[config.mk]
export PLATFORM = sky130hd
export DESIGN_NAME = fpu_req_arbiter_flat
export DESIGN_NICKNAME = d
export VERILOG_FILES = /design/src/rtl/fpu_req_arbiter_if.sv /design/src/rtl/fpu_req_arbiter.sv /design/src/flat_wrapper.sv
export SDC_FILE = /design/constraint.sdc
export NUM_CORES = 1
export LEC_CHECK = 0
export CAP_MARGIN = 10
export CORE_MARGIN = 4
export CORE_UTILIZATION = 40
export DETAILED_ROUTE_END_ITERATION = 8
export PLACE_DENSITY = 0.85
export SLEW_MARGIN = 20
export SYNTH_ARGS = -nofsm -noshare
export SYNTH_HDL_FRONTEND = slang
export SYNTH_SLANG_ARGS = --single-unit
export TNS_END_PERCENT = 1
[constraint.sdc]
create_clock -name clk -period 3.85 [get_ports clk]
set_input_delay 0.9625 -clock clk [delete_from_list [all_inputs] [get_ports clk]]
set_output_delay 0.9625 -clock clk [all_outputs]
set_load 0.005 [all_outputs]
[src/rtl/fpu_req_arbiter_if.sv]
// Requester, response and FPU-side signals of the shared FPU arbiter.
// slave = arbiter side, master = requesters / consumer / FPU side.
interface fpu_req_arbiter_if #(
    parameter int unsigned N   = 2,
    parameter int unsigned IDW = $clog2(N)
);
    logic [N-1:0]    req_valid;
    logic [N-1:0]    req_ready;
    logic [32*N-1:0] req_a;
    logic [32*N-1:0] req_b;
    logic [2*N-1:0]  req_op;

    logic            rsp_valid;
    logic            rsp_ready;
    logic [IDW-1:0]  rsp_id;
    logic [31:0]     rsp_data;
    logic            rsp_timeout;

    logic [31:0]     fpu_a;
    logic [31:0]     fpu_b;
    logic [1:0]      fpu_opcode;
    logic            fpu_start;
    logic            fpu_rst;
    logic            fpu_done;
    logic [31:0]     fpu_s;

    logic            busy;

    modport slave (
        input  req_valid, req_a, req_b, req_op, rsp_ready, fpu_done, fpu_s,
        output req_ready, rsp_valid, rsp_id, rsp_data, rsp_timeout,
               fpu_a, fpu_b, fpu_opcode, fpu_start, fpu_rst, busy
    );

    modport master (
        output req_valid, req_a, req_b, req_op, rsp_ready, fpu_done, fpu_s,
        input  req_ready, rsp_valid, rsp_id, rsp_data, rsp_timeout,
               fpu_a, fpu_b, fpu_opcode, fpu_start, fpu_rst, busy
    );
endinterface

[src/rtl/fpu_req_arbiter.sv]
// Round-robin arbiter sharing one start/done FPU among N requesters,
// with a completion watchdog that resets the FPU and returns a tagged timeout.
module fpu_req_arbiter #(
    parameter int unsigned N          = 2,
    parameter int unsigned IDW        = $clog2(N),
    parameter int unsigned TIMEOUT    = 255,
    parameter int unsigned RST_CYCLES = 2
) (
    input  logic               clk,
    input  logic               rst,
    fpu_req_arbiter_if.slave   bus
);
    localparam int unsigned WDW = $clog2(TIMEOUT + 1);
    localparam int unsigned RCW = $clog2(RST_CYCLES + 1);

    typedef enum logic [2:0] {S_IDLE, S_LAUNCH, S_WAIT, S_RECOVER, S_RESP} state_t;

    state_t          state_q, state_d;
    logic [IDW-1:0]  rr_ptr_q, rr_ptr_d;
    logic [IDW-1:0]  cur_id_q, cur_id_d;
    logic            armed_q, armed_d;
    logic [WDW-1:0]  wd_q, wd_d;
    logic [RCW-1:0]  rc_q, rc_d;
    logic [31:0]     fpu_a_q, fpu_a_d;
    logic [31:0]     fpu_b_q, fpu_b_d;
    logic [1:0]      fpu_op_q, fpu_op_d;
    logic            start_q, start_d;
    logic            rsp_valid_q, rsp_valid_d;
    logic [IDW-1:0]  rsp_id_q, rsp_id_d;
    logic [31:0]     rsp_data_q, rsp_data_d;
    logic            rsp_to_q, rsp_to_d;

    logic            grant_found;
    logic [IDW-1:0]  grant_idx;
    logic [IDW-1:0]  cand;

    logic [31:0]     a_arr  [N];
    logic [31:0]     b_arr  [N];
    logic [1:0]      op_arr [N];

    for (genvar g = 0; g < N; g++) begin : g_slice
        assign a_arr[g]  = bus.req_a[32*g +: 32];
        assign b_arr[g]  = bus.req_b[32*g +: 32];
        assign op_arr[g] = bus.req_op[2*g +: 2];
    end

    // First valid requester at or after rr_ptr, wrapping modulo N
    always_comb begin : grant_search
        grant_found = 1'b0;
        grant_idx   = '0;
        cand        = '0;
        for (int k = 0; k < N; k++) begin
            cand = IDW'((int'(rr_ptr_q) + k) % N);
            if (!grant_found && bus.req_valid[cand]) begin
                grant_found = 1'b1;
                grant_idx   = cand;
            end
        end
    end

    always_comb begin : fsm_next
        state_d     = state_q;
        rr_ptr_d    = rr_ptr_q;
        cur_id_d    = cur_id_q;
        armed_d     = armed_q;
        wd_d        = wd_q;
        rc_d        = rc_q;
        fpu_a_d     = fpu_a_q;
        fpu_b_d     = fpu_b_q;
        fpu_op_d    = fpu_op_q;
        start_d     = start_q;
        rsp_valid_d = rsp_valid_q;
        rsp_id_d    = rsp_id_q;
        rsp_data_d  = rsp_data_q;
        rsp_to_d    = rsp_to_q;

        case (state_q)
            S_IDLE: begin
                if (grant_found) begin
                    fpu_a_d  = a_arr[grant_idx];
                    fpu_b_d  = b_arr[grant_idx];
                    fpu_op_d = op_arr[grant_idx];
                    cur_id_d = grant_idx;
                    rr_ptr_d = IDW'((int'(grant_idx) + 1) % N);
                    start_d  = 1'b1;
                    state_d  = S_LAUNCH;
                end
            end
            S_LAUNCH: begin
                armed_d = 1'b0;
                wd_d    = '0;
                state_d = S_WAIT;
            end
            S_WAIT: begin
                // A done seen before the FPU ever drops done is stale
                if (armed_q && bus.fpu_done) begin
                    rsp_data_d  = bus.fpu_s;
                    rsp_to_d    = 1'b0;
                    rsp_valid_d = 1'b1;
                    rsp_id_d    = cur_id_q;
                    start_d     = 1'b0;
                    state_d     = S_RESP;
                end else if (wd_q == WDW'(TIMEOUT - 1)) begin
                    rsp_data_d = '0;
                    rsp_to_d   = 1'b1;
                    start_d    = 1'b0;
                    rc_d       = '0;
                    state_d    = S_RECOVER;
                end else begin
                    wd_d = wd_q + WDW'(1);
                    if (!bus.fpu_done) armed_d = 1'b1;
                end
            end
            S_RECOVER: begin
                if (rc_q == RCW'(RST_CYCLES - 1)) begin
                    rsp_valid_d = 1'b1;
                    rsp_id_d    = cur_id_q;
                    state_d     = S_RESP;
                end else begin
                    rc_d = rc_q + RCW'(1);
                end
            end
            S_RESP: begin
                if (bus.rsp_ready) begin
                    rsp_valid_d = 1'b0;
                    state_d     = S_IDLE;
                end
            end
            default: state_d = S_IDLE;
        endcase
    end

    always_ff @(posedge clk) begin
        if (rst) begin
            state_q     <= S_IDLE;
            rr_ptr_q    <= '0;
            cur_id_q    <= '0;
            armed_q     <= 1'b0;
            wd_q        <= '0;
            rc_q        <= '0;
            fpu_a_q     <= '0;
            fpu_b_q     <= '0;
            fpu_op_q    <= '0;
            start_q     <= 1'b0;
            rsp_valid_q <= 1'b0;
            rsp_id_q    <= '0;
            rsp_data_q  <= '0;
            rsp_to_q    <= 1'b0;
        end else begin
            state_q     <= state_d;
            rr_ptr_q    <= rr_ptr_d;
            cur_id_q    <= cur_id_d;
            armed_q     <= armed_d;
            wd_q        <= wd_d;
            rc_q        <= rc_d;
            fpu_a_q     <= fpu_a_d;
            fpu_b_q     <= fpu_b_d;
            fpu_op_q    <= fpu_op_d;
            start_q     <= start_d;
            rsp_valid_q <= rsp_valid_d;
            rsp_id_q    <= rsp_id_d;
            rsp_data_q  <= rsp_data_d;
            rsp_to_q    <= rsp_to_d;
        end
    end

    // Grant is offered only while idle so it doubles as the accept strobe
    assign bus.req_ready   = (state_q == S_IDLE && !rst && grant_found)
                             ? (N'(1) << grant_idx) : '0;
    assign bus.fpu_rst     = rst | (state_q == S_RECOVER);
    assign bus.busy        = (state_q != S_IDLE);
    assign bus.fpu_a       = fpu_a_q;
    assign bus.fpu_b       = fpu_b_q;
    assign bus.fpu_opcode  = fpu_op_q;
    assign bus.fpu_start   = start_q;
    assign bus.rsp_valid   = rsp_valid_q;
    assign bus.rsp_id      = rsp_id_q;
    assign bus.rsp_data    = rsp_data_q;
    assign bus.rsp_timeout = rsp_to_q;
endmodule
[src/flat_wrapper.sv]
// flat-port wrapper written by rule: the top's interface ports become plain ports
module fpu_req_arbiter_flat 
#(
    parameter int unsigned N          = 2,
    parameter int unsigned IDW        = $clog2(N),
    parameter int unsigned TIMEOUT    = 255,
    parameter int unsigned RST_CYCLES = 2
)
  (clk, rst, bus_req_valid, bus_req_a, bus_req_b, bus_req_op, bus_rsp_ready, bus_fpu_done, bus_fpu_s, bus_req_ready, bus_rsp_valid, bus_rsp_id, bus_rsp_data, bus_rsp_timeout, bus_fpu_a, bus_fpu_b, bus_fpu_opcode, bus_fpu_start, bus_fpu_rst, bus_busy);
  fpu_req_arbiter_if #(.N(N), .IDW(IDW)) bus_i ();
  input  logic clk;
  input  logic rst;
  input wire logic [$bits(bus_i.req_valid)-1:0] bus_req_valid;
  input wire logic [$bits(bus_i.req_a)-1:0] bus_req_a;
  input wire logic [$bits(bus_i.req_b)-1:0] bus_req_b;
  input wire logic [$bits(bus_i.req_op)-1:0] bus_req_op;
  input wire logic [$bits(bus_i.rsp_ready)-1:0] bus_rsp_ready;
  input wire logic [$bits(bus_i.fpu_done)-1:0] bus_fpu_done;
  input wire logic [$bits(bus_i.fpu_s)-1:0] bus_fpu_s;
  output wire logic [$bits(bus_i.req_ready)-1:0] bus_req_ready;
  output wire logic [$bits(bus_i.rsp_valid)-1:0] bus_rsp_valid;
  output wire logic [$bits(bus_i.rsp_id)-1:0] bus_rsp_id;
  output wire logic [$bits(bus_i.rsp_data)-1:0] bus_rsp_data;
  output wire logic [$bits(bus_i.rsp_timeout)-1:0] bus_rsp_timeout;
  output wire logic [$bits(bus_i.fpu_a)-1:0] bus_fpu_a;
  output wire logic [$bits(bus_i.fpu_b)-1:0] bus_fpu_b;
  output wire logic [$bits(bus_i.fpu_opcode)-1:0] bus_fpu_opcode;
  output wire logic [$bits(bus_i.fpu_start)-1:0] bus_fpu_start;
  output wire logic [$bits(bus_i.fpu_rst)-1:0] bus_fpu_rst;
  output wire logic [$bits(bus_i.busy)-1:0] bus_busy;
  assign bus_i.req_valid = bus_req_valid;
  assign bus_i.req_a = bus_req_a;
  assign bus_i.req_b = bus_req_b;
  assign bus_i.req_op = bus_req_op;
  assign bus_i.rsp_ready = bus_rsp_ready;
  assign bus_i.fpu_done = bus_fpu_done;
  assign bus_i.fpu_s = bus_fpu_s;
  assign bus_req_ready = bus_i.req_ready;
  assign bus_rsp_valid = bus_i.rsp_valid;
  assign bus_rsp_id = bus_i.rsp_id;
  assign bus_rsp_data = bus_i.rsp_data;
  assign bus_rsp_timeout = bus_i.rsp_timeout;
  assign bus_fpu_a = bus_i.fpu_a;
  assign bus_fpu_b = bus_i.fpu_b;
  assign bus_fpu_opcode = bus_i.fpu_opcode;
  assign bus_fpu_start = bus_i.fpu_start;
  assign bus_fpu_rst = bus_i.fpu_rst;
  assign bus_busy = bus_i.busy;
  fpu_req_arbiter #(.N(N), .IDW(IDW), .TIMEOUT(TIMEOUT), .RST_CYCLES(RST_CYCLES)) u_core (.clk(clk), .rst(rst), .bus(bus_i));
endmodule
==> reports/qor.txt, run 1 <==
number of synthesis warnings -> 0
vias per cell -> 5.57
Final Non-Filler Cells -> 842
Setup crit end kind -> output port
Cells after Synth -> 421
clock tree sinks -> 118
DR iter-0 viols -> 628
GP Congestion -> 0.857
Final Setup Violations -> 0
num rows -> 38
mapped cell area -> 4400 um^2
required time of the critical path -> 2.89 ns
EDFF count, synth -> 0
Peak VDD IR -> 496 uV
die area -> 12,700 um^2
Clock Latency Late Sink -> 0.52 ns
GR Util met2 -> 43.6%
Top-Level Pins -> 276
post-synthesis register bit count -> 118
first-pass GRT wire length -> 25,600 um
Via Count -> 4,691
Async SR Flop Fraction -> 0%
final core occ -> 72.7%
Setup TNS Final -> 0 ns
Max FO, Critical Path -> 3
Min Clock Period, post-route -> 3.43 ns
HP Class -> flip-flop to flip-flop
root buf cell -> clkbuf_8
ys flop type -> dfxtp_1
worst relative slew slack -> 50.1%
Layout Cell Area excl Fill -> 7850 um^2
hold violation total from the final report -> 0
total track usage -> 25.5%
met3 track demand over resource -> 10.6%
initial core utilization -> 40.7%
most frequent cells in the layout -> 275 x clkdlybuf4s50_1, 118 x dfxtp_1, 72 x inv_1
CP Data Arrival Time -> 2.46 ns
status -> complete, no violations
deepest clock path buffer count -> 2
largest net degree at the start of global routing -> 69
Placed Area -> 7230 um^2
CTS buffer count -> 17
CTS hold repair buffers -> 0
chip height -> 113 um
DRC viols -> 0
Max-Cap Viols -> 0
register area share after synthesis -> 53.7%
WS Path Type -> input pin to output port
total power -> 4.53 mW
H-tree depth -> 4
Resized cells post-CTS -> 0
core area -> 10,800 um^2
First-pass DRT Iterations -> 8
DR WL/cell -> 19.3 um
final net count -> 861
unrepaired setup endpoints after global routing -> false
clk slew on worst S/H paths -> 0.06 ns
Lkg Pwr -> 3.35 nW
crit start category -> input pin
P&R area growth vs syn -> 78.5%
setup bufs post-CTS -> 0
clock skew -> 0.00764 ns
vias in the first global route -> 4,981
gr busiest metal -> met2
fmax -> 292 MHz
Avg Inst Size Synth -> 10.4 um^2
share of cells above drive strength 1 -> 7.28%
commonest non-fill, non-tap cell in the layout -> clkdlybuf4s50_1
Final Slew Violations -> 0
grt ovf -> 0
period utilisation layout -> 89.0%
Worst Tran Pin Value -> 0.748 ns
Port Buffers -> 275
antenna-violating nets left -> 0
count of cell types in the netlist -> 46
CTS tree -> done
die width -> 113 um
Routed WL -> 16,300 um
hpwl dp -> 11,800 um
Net Count, Synth -> 594
GR Layer Usage met1 -> 26.8%
initial antenna violation count -> 1
dpl cells -> 809
PwrDens -> 577 nW/um^2
cells by family after synthesis:
logic type      synth area share, %
compound gates                 27.6
flops                          53.7
fa+ha+maj                     0.854
mux                           0.683
buf+inv                        9.96
simple gates                   7.17
synthesized netlist by cell type (2+ instances only):
master	instances	area share [%]
clkbuf_1	11	0.94
nor3_1	3	0.34
nor3b_1	2	0.34
and3_1	2	0.28
or4_1	2	0.34
mux2i_1	3	0.68
buf_4	3	0.51
or3_1	3	0.43
buf_2	17	1.9
a211oi_1	2	0.34
ha_1	3	0.85
dfxtp_1	118	54
o21ai_0	7	0.80
a22o_1	29	5.8
a21o_1	2	0.34
nand2_1	8	0.68
nand3b_1	2	0.34
o21a_1	3	0.51
or2_2	3	0.43
o31ai_1	3	0.51
nand4_1	3	0.43
nand3_1	4	0.46
inv_1	72	6.1
a222oi_1	66	15
nor2_1	14	1.2
a21oi_1	16	1.8
metal layers:
layer | part of all wire [%] | wire, um
met5 | 0 | 0
met3 | 11 | 1740
met1 | 35 | 5690
met4 | 4.2 | 678
met2 | 50 | 8140
path summary, 6_finish.rpt:
kind	startpoint	to	slack (ns)	cells past startpoint
worst max-delay path	bus_req_valid[0]	bus_req_ready[0]	0.42	4
worst min-delay path	u_core.bus.fpu_b[28]	u_core.bus.fpu_b[28]	0.46	2
worst max register to register	u_core.state_q[2]	u_core.bus.fpu_b[16]	1.62	6
worst min register to register	u_core.bus.fpu_b[28]	u_core.bus.fpu_b[28]	0.46	2
sequential cells by signal, indices dropped and copies added (netlist names):
signal                  flops
u_core.bus.fpu_a           32
u_core.bus.fpu_b           32
u_core.bus.rsp_data        32
u_core.wd_q                 8
u_core.state_q              3
u_core.bus.fpu_opcode       2
u_core.rc_q                 2
u_core.armed_q              1
u_core.bus.fpu_start        1
u_core.bus.rsp_id           1
u_core.bus.rsp_timeout      1
u_core.bus.rsp_valid        1
u_core.cur_id_q             1
u_core.rr_ptr_q             1
critical path, stage by stage:
cell	delay, ns
clkdlybuf4s50_1	0.50
inv_1	0.09
a2111oi_4	0.35
clkdlybuf4s50_1	0.56
stage by stage:
step                      setup WS [ns]  hold slack (ns)
after detailed placement          0.422            0.451
after global routing              0.326            0.492
after CTS                         0.413            0.464
final                             0.424            0.463
after floorplan                    1.16            0.426
after global placement            0.456            0.444
final cells by class:
cell class	instances	area, um^2
fill	708	2950
sequential	118	2360
timing repair buffer	281	2800
inverter	73	274
antenna	1	2.50
clock inverter	8	118
clock buffer	24	500
multi-input combinational	197	1620
tap	140	175
report_power, final:
| part | internal, mW | switching, mW | leakage, nW | total, mW |
|---|---|---|---|---|
| clock network | 1.08 | 0.535 | 0.307 | 1.62 |
| logic | 0.735 | 0.552 | 2.08 | 1.29 |
| registers | 1.46 | 0.160 | 0.964 | 1.62 |
(Power assumes the default switching activity.)
==> inputs of run 2 (changes only) <==
Settings changed: CELL_PAD_IN_SITES_DETAIL_PLACEMENT set to 1, CELL_PAD_IN_SITES_GLOBAL_PLACEMENT set to 2, CORE_UTILIZATION 40 to 20, PLACE_DENSITY 0.85 to 0.77.
Clock period 3.85 ns to 3.8 ns, I/O delays scaled along.
==> run 2 against run 1 <==
  * Critical path depth stayed put
  * Worst hold slack lost 0.0067 ns
  * Clock power increased by 6%
  * Sequential power barely moved
  * Global-route usage fell by 12 points
  * Utilization down 35 points
  * Cell count grew 16%
  * Count of clock-buffer cells in the layout shrank 5
  * Flip-flop and latch count stayed put
  * Register-to-register slack worse by 0.09 ns
  * Die area rose by 92%
  * Critical path type unchanged
  * Highest routed layer unchanged
==> reports/qor.txt, run 2 (synthesized netlist as in run 1, its figures left out) <==
Setup crit end kind -> output port (unchanged)
die area -> 24,400 um^2 (was 12,700 um^2)
num rows -> 53 (was 38)
hpwl dp -> 13,300 um (was 11,800 um)
period utilisation layout -> 90.5%
crit start category -> input pin (unchanged)
CP Data Arrival Time -> 2.49 ns (was 2.46 ns)
status -> complete, no violations (unchanged)
final net count -> 862 (was 861)
Top cell by count, worst path -> clkdlybuf4s50_1 (unchanged)
Worst path top cell family by delay -> buffers and inverters (unchanged)
chip height -> 156 um (was 113 um)
slowest CP cell -> clkdlybuf4s50_1 (unchanged)
H-tree depth -> 4 (unchanged)
unrepaired setup endpoints after global routing -> false (unchanged)
vias in the first global route -> 4,909 (was 4,981)
GR Layer Usage met1 -> 15.8% (was 26.8%)
clk slew on worst S/H paths -> 0.05 ns (was 0.06 ns)
WS Path Type -> input pin to output port (unchanged)
share of cells above drive strength 1 -> 7.41% (was 7.28%)
clock skew -> 0.00945 ns (was 0.00764 ns)
critical path's largest stage delay -> 0.60 ns (was 0.56 ns)
Final Slew Violations -> 0 (unchanged)
DR WL/cell -> 18.2 um (was 19.3 um)
Lkg Pwr -> 3.35 nW (about the same)
Setup TNS Final -> 0 ns (unchanged)
Cell Chain, Critical Path -> clkdlybuf4s50_1 -> inv_1 -> a2111oi_4 -> clkdlybuf4s50_1 (unchanged)
total track usage -> 13.9% (was 25.5%)
Top-Level Pins -> 276 (unchanged)
Via Count -> 4,608 (was 4,691)
HP Class -> flip-flop to flip-flop (unchanged)
Max-Cap Viols -> 0 (unchanged)
CTS buffer count -> 17 (unchanged)
Min Clock Period, post-route -> 3.44 ns
met3 track demand over resource -> 6.31% (was 10.6%)
root buf cell -> clkbuf_16 (was clkbuf_8)
hold violation total from the final report -> 0 (unchanged)
CTS tree -> done (unchanged)
Worst Tran Pin Value -> 0.805 ns (was 0.748 ns)
total power -> 4.69 mW (was 4.53 mW)
r2r endpoint -> u_core.bus.fpu_b[13] (was u_core.bus.fpu_b[16])
hold depth -> 1 (was 2)
Resized cells post-CTS -> 0 (unchanged)
Critical R2R Launch -> u_core.state_q[2] (unchanged)
GR Util met2 -> 23.4% (was 43.6%)
First-pass DRT Iterations -> 8 (unchanged)
core area -> 21,300 um^2 (was 10,800 um^2)
Reg2Reg Depth -> 6 (unchanged)
CTS hold repair buffers -> 0 (unchanged)
fmax -> 291 MHz
largest net degree at the start of global routing -> 68 (was 69)
first-pass GRT wire length -> 27,000 um (was 25,600 um)
initial core utilization -> 20.6% (was 40.7%)
Clock Latency Late Sink -> 0.40 ns (was 0.52 ns)
commonest non-fill, non-tap cell in the layout -> clkdlybuf4s50_1 (unchanged)
GP Congestion -> 0.755 (was 0.857)
DRC viols -> 0 (unchanged)
clock tree sinks -> 118 (unchanged)
DR iter-0 viols -> 430 (was 628)
PwrDens -> 583 nW/um^2 (was 577 nW/um^2)
Hold Startpoint -> u_core.cur_id_q (was u_core.bus.fpu_b[28])
setup bufs post-CTS -> 0 (unchanged)
Worst Setup SP -> bus_req_valid[0] (unchanged)
die width -> 156 um (was 113 um)
Port Buffers -> 275 (unchanged)
Final Setup Violations -> 0 (unchanged)
Routed WL -> 17,800 um (was 16,300 um)
initial antenna violation count -> 0 (was 1)
hold path endpoint -> u_core.cur_id_q (was u_core.bus.fpu_b[28])
deepest clock path buffer count -> 2 (unchanged)
Peak VDD IR -> 272 uV (was 496 uV)
worst relative slew slack -> 46.2% (was 50.1%)
antenna-violating nets left -> 0 (unchanged)
Reg2Reg Setup Slack -> 1.53 ns (was 1.62 ns)
gr busiest metal -> met2 (unchanged)
most frequent cells in the layout -> 275 x clkdlybuf4s50_1, 118 x dfxtp_1, 72 x inv_1 (unchanged)
required time of the critical path -> 2.85 ns (was 2.89 ns)
grt ovf -> 0 (unchanged)
Max FO, Critical Path -> 3 (unchanged)
n_diodes -> 0 (was 1)
vias per cell -> 4.72 (was 5.57)
WP buf/inv -> 3 (unchanged)
P&R area growth vs syn -> 82.7% (was 78.5%)
run 2: worst reg2reg max path, delay by kind of cell (launching register included):
family,cells,cell delay (ns)
and+or+nand+nor,1,0.41
DFF,1,0.43
AOI/OAI and AO/OA,2,0.55
buffers and inverters,3,0.83
run 2: worst max path at each step:
stage	to	slack, ns	cells past startpoint
5_1_grt	bus_req_ready[0]	0.27	4
3_5_place_dp	bus_req_ready[0]	0.35	4
6_report	bus_req_ready[0]	0.36	4
2_1_floorplan	bus_req_ready[1]	1.13	4
3_3_place_gp	bus_req_ready[0]	0.35	4
4_1_cts	bus_req_ready[0]	0.33	4
run 2: area by class of cell:
| type | count | area (um^2) |
|---|---|---|
| clock buffers | 19 | 443 |
| clock inverters | 13 | 179 |
| fillers | 2355 | 13300 |
| inverters | 73 | 274 |
| multi-input cells | 197 | 1630 |
| flip-flops and latches | 118 | 2360 |
| well taps | 275 | 344 |
| repair buffers | 282 | 2810 |
run 2: power breakdown:
part,switching [mW],internal [mW]
combinational,0.579,0.750
sequential,0.164,1.48
clock,0.601,1.11
total,1.34,3.34
run 2: per-stage QoR:
stage	instance area, um^2	instances	setup WS, ns	util, %	hold WS, ns
global placement	7400	945	0.349	34.8	0.440
floorplan	4400	421	1.13	-	0.426
detailed placement	7410	945	0.350	34.8	0.448
finish	8030	977	0.359	37.7	0.456
CTS	8030	977	0.333	37.7	0.461
global route	8030	977	0.267	37.7	0.491
run 2: metal layers:
| metal | part of all wire (%) | vias up |
|---|---|---|
| met4 | 1.7 | 0 |
| met1 | 39 | 2209 |
| met3 | 10 | 20 |
| met5 | 0 | - |
| li1 | - | 2137 |
| met2 | 49 | 242 |
